[src/rtl/period_meter_if.sv]
// rtl/period_meter_if.sv - measured-clock input and period/lock/timeout result bundle
interface period_meter_if;
  logic        meas_clk;
  logic [15:0] period;
  logic        period_valid;
  logic        locked;
  logic        timeout;

  modport master (
    output meas_clk,
    input  period,
    input  period_valid,
    input  locked,
    input  timeout
  );

  modport slave (
    input  meas_clk,
    output period,
    output period_valid,
    output locked,
    output timeout
  );
endinterface

[src/rtl/period_meter.sv]
// rtl/period_meter.sv - measures meas_clk period in clk_in cycles with lock and stall detection
module period_meter #(
  parameter int unsigned EXPECTED    = 394,
  parameter int unsigned TOL         = 2,
  parameter int unsigned LOCK_COUNT  = 4,
  parameter int unsigned TIMEOUT_CYC = 4095
) (
  input  logic         clk_in,
  input  logic         reset,
  period_meter_if.slave bus
);

  localparam int unsigned MW = $clog2(LOCK_COUNT + 1);
  localparam logic [15:0] LO_LIM   = 16'(EXPECTED - TOL);
  localparam logic [15:0] HI_LIM   = 16'(EXPECTED + TOL);
  localparam logic [15:0] TO_LIM   = 16'(TIMEOUT_CYC);
  localparam logic [MW-1:0] LOCK_N = MW'(LOCK_COUNT);

  typedef enum logic [1:0] {
    S_IDLE    = 2'd0,
    S_MEASURE = 2'd1,
    S_STALL   = 2'd2
  } state_t;

  // Synchronizer, edge history and rise detector
  logic          sync1_q, sync2_q, sync3_q;
  logic [1:0]    prime_q;
  logic          armed_q;
  logic          edge_q;

  // Measurement FSM state
  state_t        state_q, state_d;
  logic [15:0]   cnt_q, cnt_d;
  logic [15:0]   period_q, period_d;
  logic          valid_q, valid_d;
  logic          locked_q, locked_d;
  logic          timeout_q, timeout_d;
  logic [MW-1:0] match_q, match_d;

  logic          in_range;

  // Bring meas_clk into clk_in domain and flag each rise once.
  // prime_q marks when sync2_q holds a real sample; armed_q requires a
  // genuine low level first, so a meas_clk already high at reset release
  // is not mistaken for a rising edge.
  always_ff @(posedge clk_in) begin
    if (!reset) begin
      sync1_q <= 1'b0;
      sync2_q <= 1'b0;
      sync3_q <= 1'b0;
      prime_q <= 2'b00;
      armed_q <= 1'b0;
      edge_q  <= 1'b0;
    end else begin
      sync1_q <= bus.meas_clk;
      sync2_q <= sync1_q;
      sync3_q <= sync2_q;
      prime_q <= {prime_q[0], 1'b1};
      if (prime_q[1] && !sync2_q) begin
        armed_q <= 1'b1;
      end
      edge_q  <= sync2_q & ~sync3_q & armed_q;
    end
  end

  assign in_range = (cnt_q >= LO_LIM) && (cnt_q <= HI_LIM);

  // State and result registers
  always_ff @(posedge clk_in) begin
    if (!reset) begin
      state_q   <= S_IDLE;
      cnt_q     <= 16'd0;
      period_q  <= 16'd0;
      valid_q   <= 1'b0;
      locked_q  <= 1'b0;
      timeout_q <= 1'b0;
      match_q   <= '0;
    end else begin
      state_q   <= state_d;
      cnt_q     <= cnt_d;
      period_q  <= period_d;
      valid_q   <= valid_d;
      locked_q  <= locked_d;
      timeout_q <= timeout_d;
      match_q   <= match_d;
    end
  end

  // Next-state: count cycles between rises, report, track lock and stalls
  always_comb begin
    state_d   = state_q;
    cnt_d     = cnt_q;
    period_d  = period_q;
    valid_d   = 1'b0;
    locked_d  = locked_q;
    timeout_d = timeout_q;
    match_d   = match_q;

    case (state_q)
      S_IDLE: begin
        cnt_d = 16'd0;
        if (edge_q) begin
          state_d = S_MEASURE;
          cnt_d   = 16'd1;
        end
      end

      S_MEASURE: begin
        if (edge_q) begin
          // A rise coinciding with the timeout count still closes the period.
          period_d = cnt_q;
          valid_d  = 1'b1;
          cnt_d    = 16'd1;
          if (in_range) begin
            if (match_q < LOCK_N) begin
              match_d = match_q + MW'(1);
            end
          end else begin
            match_d = '0;
          end
          locked_d = (match_d == LOCK_N);
        end else if (cnt_q == TO_LIM) begin
          state_d   = S_STALL;
          timeout_d = 1'b1;
          locked_d  = 1'b0;
          match_d   = '0;
          cnt_d     = 16'd0;
        end else begin
          cnt_d = cnt_q + 16'd1;
        end
      end

      S_STALL: begin
        timeout_d = 1'b1;
        // The first rise after a stall only restarts the count.
        if (edge_q) begin
          state_d   = S_MEASURE;
          cnt_d     = 16'd1;
          timeout_d = 1'b0;
        end
      end

      default: begin
        state_d = S_IDLE;
        cnt_d   = 16'd0;
      end
    endcase
  end

  assign bus.period       = period_q;
  assign bus.period_valid = valid_q;
  assign bus.locked       = locked_q;
  assign bus.timeout      = timeout_q;

endmodule

[src/flat_wrapper.sv]
// flat-port wrapper written by rule: the top's interface ports become plain ports
module period_meter_flat 
#(
  parameter int unsigned EXPECTED    = 394,
  parameter int unsigned TOL         = 2,
  parameter int unsigned LOCK_COUNT  = 4,
  parameter int unsigned TIMEOUT_CYC = 4095
)
  (clk_in, reset, bus_meas_clk, bus_period, bus_period_valid, bus_locked, bus_timeout);
  period_meter_if bus_i ();
  input  logic clk_in;
  input  logic reset;
  input wire logic [$bits(bus_i.meas_clk)-1:0] bus_meas_clk;
  output wire logic [$bits(bus_i.period)-1:0] bus_period;
  output wire logic [$bits(bus_i.period_valid)-1:0] bus_period_valid;
  output wire logic [$bits(bus_i.locked)-1:0] bus_locked;
  output wire logic [$bits(bus_i.timeout)-1:0] bus_timeout;
  assign bus_i.meas_clk = bus_meas_clk;
  assign bus_period = bus_i.period;
  assign bus_period_valid = bus_i.period_valid;
  assign bus_locked = bus_i.locked;
  assign bus_timeout = bus_i.timeout;
  period_meter #(.EXPECTED(EXPECTED), .TOL(TOL), .LOCK_COUNT(LOCK_COUNT), .TIMEOUT_CYC(TIMEOUT_CYC)) u_core (.clk_in(clk_in), .reset(reset), .bus(bus_i));
endmodule
[config.mk]
export PLATFORM = sky130hd
export DESIGN_NAME = period_meter_flat
export DESIGN_NICKNAME = d
export VERILOG_FILES = /design/src/rtl/period_meter_if.sv /design/src/rtl/period_meter.sv /design/src/flat_wrapper.sv
export SDC_FILE = /design/constraint.sdc
export NUM_CORES = 1
export LEC_CHECK = 0
export ABC_AREA = 1
export CORE_ASPECT_RATIO = 0.8
export CORE_MARGIN = 4
export CORE_UTILIZATION = 40
export DETAILED_ROUTE_END_ITERATION = 12
export PLACE_DENSITY = 0.61
export SYNTH_ARGS = -nofsm -noshare
export SYNTH_HDL_FRONTEND = slang
export SYNTH_SLANG_ARGS = --single-unit
[constraint.sdc]
create_clock -name clk_in -period 4 [get_ports clk_in]
set_input_delay 0.8 -clock clk_in [delete_from_list [all_inputs] [get_ports clk_in]]
set_output_delay 0.8 -clock clk_in [all_outputs]
set_load 0.05 [all_outputs]
==> impl_results.md, run 1 <==
* Metal3 WL at 266 um
* Vias in the first global route at 1,720
* Number of remaining DRC errors at 0
* Clk slew on worst S/H paths at 90 ps
* Power Dens Cells at 386 nW/um2
* Setup Buffers After CTS at 0
* Non-Filler Instances at 410
* CP max stage cell: clkdlybuf4s50_1
* Placed insts at 402
* Remaining Overflow, GRT at 0
* Final setup fails at 0
* Hold-fix buffers, CTS at 0
* Final nets at 342
* Vias/cell at 4.74
* RSZ-0062 raised after global routing: false
* VDD IR max at 0.000136 V
* Max clock buf depth at 2
* Ratio of cells with drive above 1 in the final layout at 8.73%
* Commonest non-fill, non-tap cell in the layout: nand2_1
* Leak at 0.00106 uW
* 1st-pass router iterations at 4
* Reg2Reg Setup Slack at 1770 ps
* Final critical-path required period at 2270 ps
* Initial antenna violation count at 0
* Reg2reg start: u_core.state_q[1]$_SDFFE_PN0P_
* Ports at 22
* Die Area at 6910 um2
* Port Buffers at 21
* Max Freq at 441 MHz
* Area Overhead vs Synth at 17.1%
* Synthesized area per cell at 7.25 um2
* Final core occ at 48.3%
* Initial Util at 41.3%
* Post-DR wirelength/cell at 12.2 um
* Top layer in use: met4
* Status: completed
* Rel. slew slack at 47.4%
* CTS root buffer: clkbuf_8
* Crit path required time at 3200 ps
* Worst setup SP type: flop
* Number of buffers created by CTS at 5
* Fin crit share at 56.7%
* FF+latch count, synth at 47
* Die width at 92.0 um
* Vias at 1,942
* CTS tree: yes
* Source of the critical timing path: u_core.bus.period[8]$_SDFFE_PN0P_
* Cell Area, Synth at 2260 um2
* Hold_sp: u_core.sync3_q$_SDFF_PN0_
* Count of pins over their slew limit at 0
* Most frequent cells in the layout: 61 x nand2_1, 47 x nor2_1, 47 x dfxtp_1
* Final Hold Fails at 0
* Site Rows at 24
* GP Congestion at 0.882
* CP Max Fanout at 2
* Ant. Diodes at 0
* Clock tree sinks at 47
* Reg area at 941 um2
* Die height at 75.2 um
* Hold Path Class: reg -> reg
* Detailed Route WL at 5020 um
* Routed length on met2 at 1970 um
* Worst Max-Slew Pin Slew at 788 ps
* Final HPWL DP at 3640 um
* Max_cap viols at 0
* Total power draw at 1020 uW
* Final Skew at 4.43 ps
* Total buffers and inverters traversed by the critical path at 1
* CP Class: reg -> out
* Routed Antenna Nets at 0
* Area occupied by multi-input gates at 1110 um2
* CP endpoint kind: primary output
* Critical path arrival at 1470 ps
* Fillers at 575
* Worst hold slack at 400 ps
* Gr usage total at 15.3%
* Core Box Area at 5470 um2
* CP Cell Sequence: clkdlybuf4s50_1
* Total negative slack at 0 ps
* Clk_lat worst skew at 310 ps
* First-pass GRT wire length at 8250 um
* Yosys Warn Count at 0
* H-Tree Depth at 2
* Drt initial violations at 152
* Slowest stage delay, CP at 820 ps
* Wire length on met1 at 2710 um
* Post-synth cell types at 29
* CP top delay family: buffers and inverters
* Sequential share of the synthesized area at 41.7%
* Largest net degree at the start of global routing at 32
* Mapped Cells at 311
* Post_cts resized at 0
* Net Count, Synth at 322
## path summary, 6_finish.rpt
| kind | depth (start not counted) | to |
|---|---|---|
| setup reg to reg | 8 | u_core.state_q[0]$_SDFFE_PN0P_ |
| setup / recovery | 1 | bus_period[8] |
| hold reg to reg | 1 | u_core.edge_q$_SDFF_PN0_ |
| hold / removal | 1 | u_core.edge_q$_SDFF_PN0_ |
## flip-flops by register name, indices dropped and copies added, names as in the netlist, 2 cells and up
| register | cells |
|---|---|
| u_core.match_q | 3 |
| u_core.cnt_q | 16 |
| u_core.bus.period | 16 |
| u_core.state_q | 2 |
| u_core.prime_q | 2 |
## kinds of logic (layout without fill, tap and decap cells)
group                    count (synthesis)  in the layout  share of synthesized area (%)
buffers and inverters                   50             71                           8.98
flip-flops                              47             47                           41.7
adder cells (fa/ha/maj)                  8              8                           4.44
AND/OR/NAND/NOR                        149            149                           30.8
XOR/XNOR                                 6              6                           2.33
AO/OA/AOI/OAI                           51             51                           11.7
## stage by stage
step	area, um2	setup slack (ps)
after global placement	2520	1720
after detailed placement	2520	1690
final	2640	1730
after floorplan	2260	2440
after CTS	2640	1710
after global routing	2640	1420
## per-layer routing
metal	track usage [%]	vias up
met4	5.27	0
met2	22.6	50
met5	0	-
li1	-	1024
met3	4.40	6
met1	21.5	862
## Yosys cell counts (all sizes together)
cell type,n,area (um2)
a211oi,1,7.51
a21oi,25,129
buf,6,35.0
clkbuf,3,11.3
clkinv,1,3.75
dfxtp,47,941
ha,8,100
inv,40,153
nand2,68,293
nand3,19,110
nand3b,1,7.51
nand4,7,50.1
nor2,50,205
nor3,4,30.0
o21a,1,7.51
o21ai,24,120
xnor2,2,17.5
xor2,4,35.0
## power by group
part | switching, uW | internal [uW]
Combinational | 105 | 52.1
Sequential | 13.4 | 484
Clock | 176 | 190
Total | 295 | 725
## cell type report
class / count / share of cell area [%]
inverter: 41 / 5.92
tap: 78 / 3.69
timing repair buffer: 22 / 8.24
clock inverter: 3 / 1.80
sequential: 47 / 35.6
clock buffer: 5 / 2.61
multi-input combinational: 214 / 42.1
## worst reg2reg max path, stage by stage (launching register included)
cell	delay, ps
dfxtp_1	350
inv_1	100
ha_1	380
nand2_1	250
inv_1	640
nor2_1	160
nand2_1	120
nand2_1	50
a21oi_1	110
(Power assumes the default switching activity.)
==> run 2: changes to the inputs <==
PLACE_DENSITY = 0.64   (was 0.61)
clock period = 1.9 ns   (was 4 ns; I/O delays follow)
==> run 2 against run 1 <==
Against the previous run:
- worst hold slack improved by 7.4 ps
- cell area is 0.81% higher
- clock power rose by 110%
- largest cell class unchanged
==> impl_results.md, run 2 (synthesis gave the netlist of run 1 again) <==
* Final setup fails at 0
* Reg area at 941 um2
* Slowest stage delay, CP at 800 ps
* CTS tree: yes
* Final Skew at 4.42 ps
* First-pass GRT wire length at 8420 um
* Clk_lat worst skew at 300 ps
* Met3 GRT Util at 2.70%
* Total power draw at 2150 uW
* Met2 Use GR at 23.1%
* Total negative slack at 0 ps
* Routed Antenna Nets at 0
* Commonest non-fill, non-tap cell in the layout: nand2_1
* Count of pins over their slew limit at 0
* Post-DR wirelength/cell at 12.1 um
* 1st-pass router iterations at 4
* Final nets at 345
* Vias at 1,956
* Port Buffers at 21
* Initial Util at 41.3%
* Setup Buffers After CTS at 0
* Die width at 92.0 um
* Post_cts resized at 0
* Fillers at 575
* Remaining Overflow, GRT at 0
* Clock tree sinks at 47
* VDD IR max at 0.000290 V
* Vias/cell at 4.74
* Rel. slew slack at 66.9%
* Power Dens Cells at 808 nW/um2
* Clk slew on worst S/H paths at 90 ps
* Status: completed
* Critical path arrival at 1460 ps
* Detailed Route WL at 5000 um
* Worst setup SP type: flop
* Number of remaining DRC errors at 0
* Vias in the first global route at 1,765
* CP max stage cell: clkdlybuf4s50_1
* CP Class: reg -> out
* Number of buffers created by CTS at 5
* Core Box Area at 5470 um2
* Area Overhead vs Synth at 18.0%
* Worst Max-Slew Pin Slew at 495 ps
* Area occupied by multi-input gates at 1110 um2
* Max_cap viols at 0
* Leak at 0.00108 uW
* Max Freq at 544 MHz
* Largest net degree at the start of global routing at 30
* Die Area at 6910 um2
* Crit path required time at 1520 ps
* Final Hold Fails at 0
* GRT Max-Usage Layer: met2
* Final critical-path required period at 1840 ps
* Reg2Reg Setup Slack at 270 ps
* CP endpoint kind: primary output
* Ant. Diodes at 0
* Site Rows at 24
* CP top delay family: buffers and inverters
* CP Cell Sequence: clkdlybuf4s50_1
* Drt initial violations at 112
* Initial antenna violation count at 0
* Total buffers and inverters traversed by the critical path at 1
* Hold Path Class: reg -> reg
* Final HPWL DP at 3730 um
* Gr usage total at 15.5%
* Ratio of cells with drive above 1 in the final layout at 9.55%
* RSZ-0062 raised after global routing: false
* GP Congestion at 0.891
* Hold-fix buffers, CTS at 0
* Die height at 75.2 um
* CTS root buffer: clkbuf_8
* Ports at 22
* Most frequent cells in the layout: 61 x nand2_1, 47 x nor2_1, 47 x dfxtp_1
* Met1 usage at 22.1%
* CP Max Fanout at 2
* Max clock buf depth at 2
* Fin crit share at 96.8%
* H-Tree Depth at 2
run 2: changes by cell type in the layout (fill, tap and decap cells not counted):
cell | previous run | this run
buf_4 | 1 | 4
clkinv_4 | 1 | 0
clkinvlp_4 | 0 | 1
run 2: routing by layer:
layer / vias to the layer above / part of all wire, %
met2: 52 / 40
met4: 0 / 1.6
li1: 1029 / -
met3: 9 / 8.0
met5: - / 0
met1: 866 / 50
run 2: cell type report:
| type | instances | share of cell area [%] |
|---|---|---|
| repair buffers | 25 | 9.02 |
| clock buffers | 5 | 2.58 |
| inverters | 41 | 5.87 |
| flip-flops and latches | 47 | 35.3 |
| multi-input cells | 214 | 41.8 |
| well taps | 78 | 3.67 |
| clock inverters | 3 | 1.74 |
run 2: stage by stage:
| step | hold WS (ps) | area [um2] | utilization [%] | setup slack, ps | cells |
|---|---|---|---|---|---|
| after global routing | 420 | 2660 | 48.7 | 3.53 | 413 |
| after global placement | 391 | 2550 | 46.6 | 353 | 405 |
| final | 407 | 2660 | 48.7 | 60.9 | 413 |
| after floorplan | 375 | 2260 | - | 425 | 311 |
| after detailed placement | 395 | 2550 | 46.6 | 331 | 405 |
| after CTS | 415 | 2660 | 48.7 | 55.5 | 413 |
run 2: path summary, 6_finish.rpt:
path / from / endpoint / cells after the start
worst max-delay path: u_core.bus.period[10]$_SDFFE_PN0P_ / bus_period[10] / 1
worst min-delay path: u_core.sync3_q$_SDFF_PN0_ / u_core.edge_q$_SDFF_PN0_ / 1
worst max register to register: u_core.state_q[1]$_SDFFE_PN0P_ / u_core.bus.period[3]$_SDFFE_PN0P_ / 7
worst min register to register: u_core.sync3_q$_SDFF_PN0_ / u_core.edge_q$_SDFF_PN0_ / 1
run 2: power by group:
part,total (uW),internal [uW],switching (uW)
registers,1050,1020,28.6
clock network,764,397,368
logic,340,116,224
total,2150,1530,620
==> run 3: changes to the inputs <==
RECOVER_POWER = 25   (was not set)
==> run 3 against run 2 <==
Against the previous run:
- routed wire length shrank 0.54%
- total power shrank 0.16%
- sequential share of layout area grew 0.18 points
- register-to-register slack lost 40 ps
- non-clock buffer count is the same
- combinational power is essentially flat
- highest routed layer unchanged
- final cell count is the same
==> impl_results.md, run 3 (synthesis gave the netlist of run 1 again) <==
* Port Buffers at 21
* Site Rows at 24
* Power Dens Cells at 811 nW/um2
* Rel. slew slack at 66.9%
* Final Skew at 3.58 ps
* Core Box Area at 5470 um2
* Vias in the first global route at 1,765
* Final critical-path required period at 1840 ps
* Ports at 22
* Slowest stage delay, CP at 800 ps
* Clk slew on worst S/H paths at 90 ps
* Crit path required time at 1520 ps
* Most frequent cells in the layout: 61 x nand2_1, 47 x nor2_1, 47 x dfxtp_1
* Ratio of cells with drive above 1 in the final layout at 8.96%
* Final setup fails at 0
* Hold-fix buffers, CTS at 0
* Max Freq at 544 MHz
* Status: completed
* Final nets at 345
* Hold_sp: u_core.sync3_q$_SDFF_PN0_
* Vias at 1,970
* Clk_lat worst skew at 300 ps
* Worst Max-Slew Pin Slew at 495 ps
* Hold path depth at 1
* Leak at 0.00106 uW
* Die width at 92.0 um
* Final HPWL DP at 3730 um
* H-Tree Depth at 2
* First-pass GRT wire length at 8420 um
* Post-place setup slack at 331 ps
* Initial antenna violation count at 0
* Total buffers and inverters traversed by the critical path at 1
* RSZ-0062 raised after global routing: false
* 1st-pass router iterations at 4
* CP endpoint kind: primary output
* Drt initial violations at 116
* Ant. Diodes at 0
* Gr usage total at 15.5%
* CP Depth at 1
* Number of buffers created by CTS at 5
* Fin crit share at 96.8%
* Routed Antenna Nets at 0
* Fillers at 577
* GP Congestion at 0.891
* Worst setup margin at 60.8 ps
* Reg2reg start: u_core.cnt_q[1]$_SDFFE_PN0P_
* CTS root buffer: clkbuf_8
* Total negative slack at 0 ps
* Post-DR wirelength/cell at 12.0 um
* Vias/cell at 4.77
* Post_cts resized at 0
* Hold Path Class: reg -> reg
* Area Overhead vs Synth at 17.4%
* Commonest non-fill, non-tap cell in the layout: nand2_1
* Largest net degree at the start of global routing at 30
* Final Hold Fails at 0
* Initial Util at 41.3%
* Max clock buf depth at 2
* CP top delay family: buffers and inverters
* Count of pins over their slew limit at 0
* CP max stage cell: clkdlybuf4s50_1
* Worst-case reg-to-reg path depth at 8
* CP Max Fanout at 2
* Worst setup SP type: flop
* Max_cap viols at 0
* Clock tree sinks at 47
* WHS Endpoint: u_core.edge_q$_SDFF_PN0_
* Critical path arrival at 1460 ps
* Setup Buffers After CTS at 0
* Die Area at 6910 um2
* CP Cell Sequence: clkdlybuf4s50_1
* VDD IR max at 0.000287 V
* Number of remaining DRC errors at 0
* Die height at 75.2 um
* Worst hold slack at 407 ps
* Remaining Overflow, GRT at 0
* Reg2Reg Setup Slack at 230 ps
* CP Class: reg -> out
* CTS tree: yes
* Reg2reg end: u_core.cnt_q[12]$_SDFFE_PN0P_
* Detailed Route WL at 4970 um
## run 3: changes by cell type in the layout (fill, tap and decap cells not counted)
cell	delta
buf_4	-1
clkbuf_1	+1
clkdlybuf4s50_1	-1
dlygate4sd3_1	+1
nand2_2	+1
nand2_4	-1
nand3_1	+1
nand3_2	-1
## run 3: final cells by class
type                       instances  area, um2  area share (%)
multi-input combinational        214       1100            41.6
sequential                        47        941            35.5
timing repair buffer              25        236            8.93
inverter                          41        156            5.90
tap                               78       97.6            3.68
clock buffer                       5       68.8            2.60
clock inverter                     3       46.3            1.75
## run 3: how the worst max path moves through the flow
stage,from,end
detailed placement,u_core.state_q[1]$_SDFFE_PN0P_,u_core.bus.period[10]$_SDFFE_PN0P_
CTS,u_core.bus.period[6]$_SDFFE_PN0P_,bus_period[6]
floorplan,u_core.state_q[1]$_SDFFE_PN0P_,u_core.bus.period[10]$_SDFFE_PN0P_
finish,u_core.bus.period[10]$_SDFFE_PN0P_,bus_period[10]
global route,u_core.bus.period[4]$_SDFFE_PN0P_,bus_period[4]
global placement,u_core.state_q[1]$_SDFFE_PN0P_,u_core.bus.period[5]$_SDFFE_PN0P_
## run 3: stage by stage
stage	std cells	util [%]	total power, uW	instance area [um2]
floorplan	311	-	1320	2260
global placement	405	46.6	1400	2550
detailed placement	405	46.6	1410	2550
CTS	413	48.7	2160	2660
global route	413	48.5	2250	2650
finish	413	48.5	2150	2650
## run 3: where the power goes
group / internal (uW) / leakage [uW] / switching, uW
Sequential: 1020 / 0.000380 / 28.8
Clock: 397 / 0.0000548 / 362
Combinational: 115 / 0.000622 / 227
## run 3: metal layers
| metal | routed length (um) | vias to the layer above | global-route usage (%) |
|---|---|---|---|
| li1 | - | 1032 | - |
| met1 | 2640 | 882 | 22.1 |
| met2 | 2040 | 51 | 23.1 |
| met3 | 261 | 5 | 2.70 |
| met4 | 37 | 0 | 6.92 |
| met5 | 0 | - | 0 |
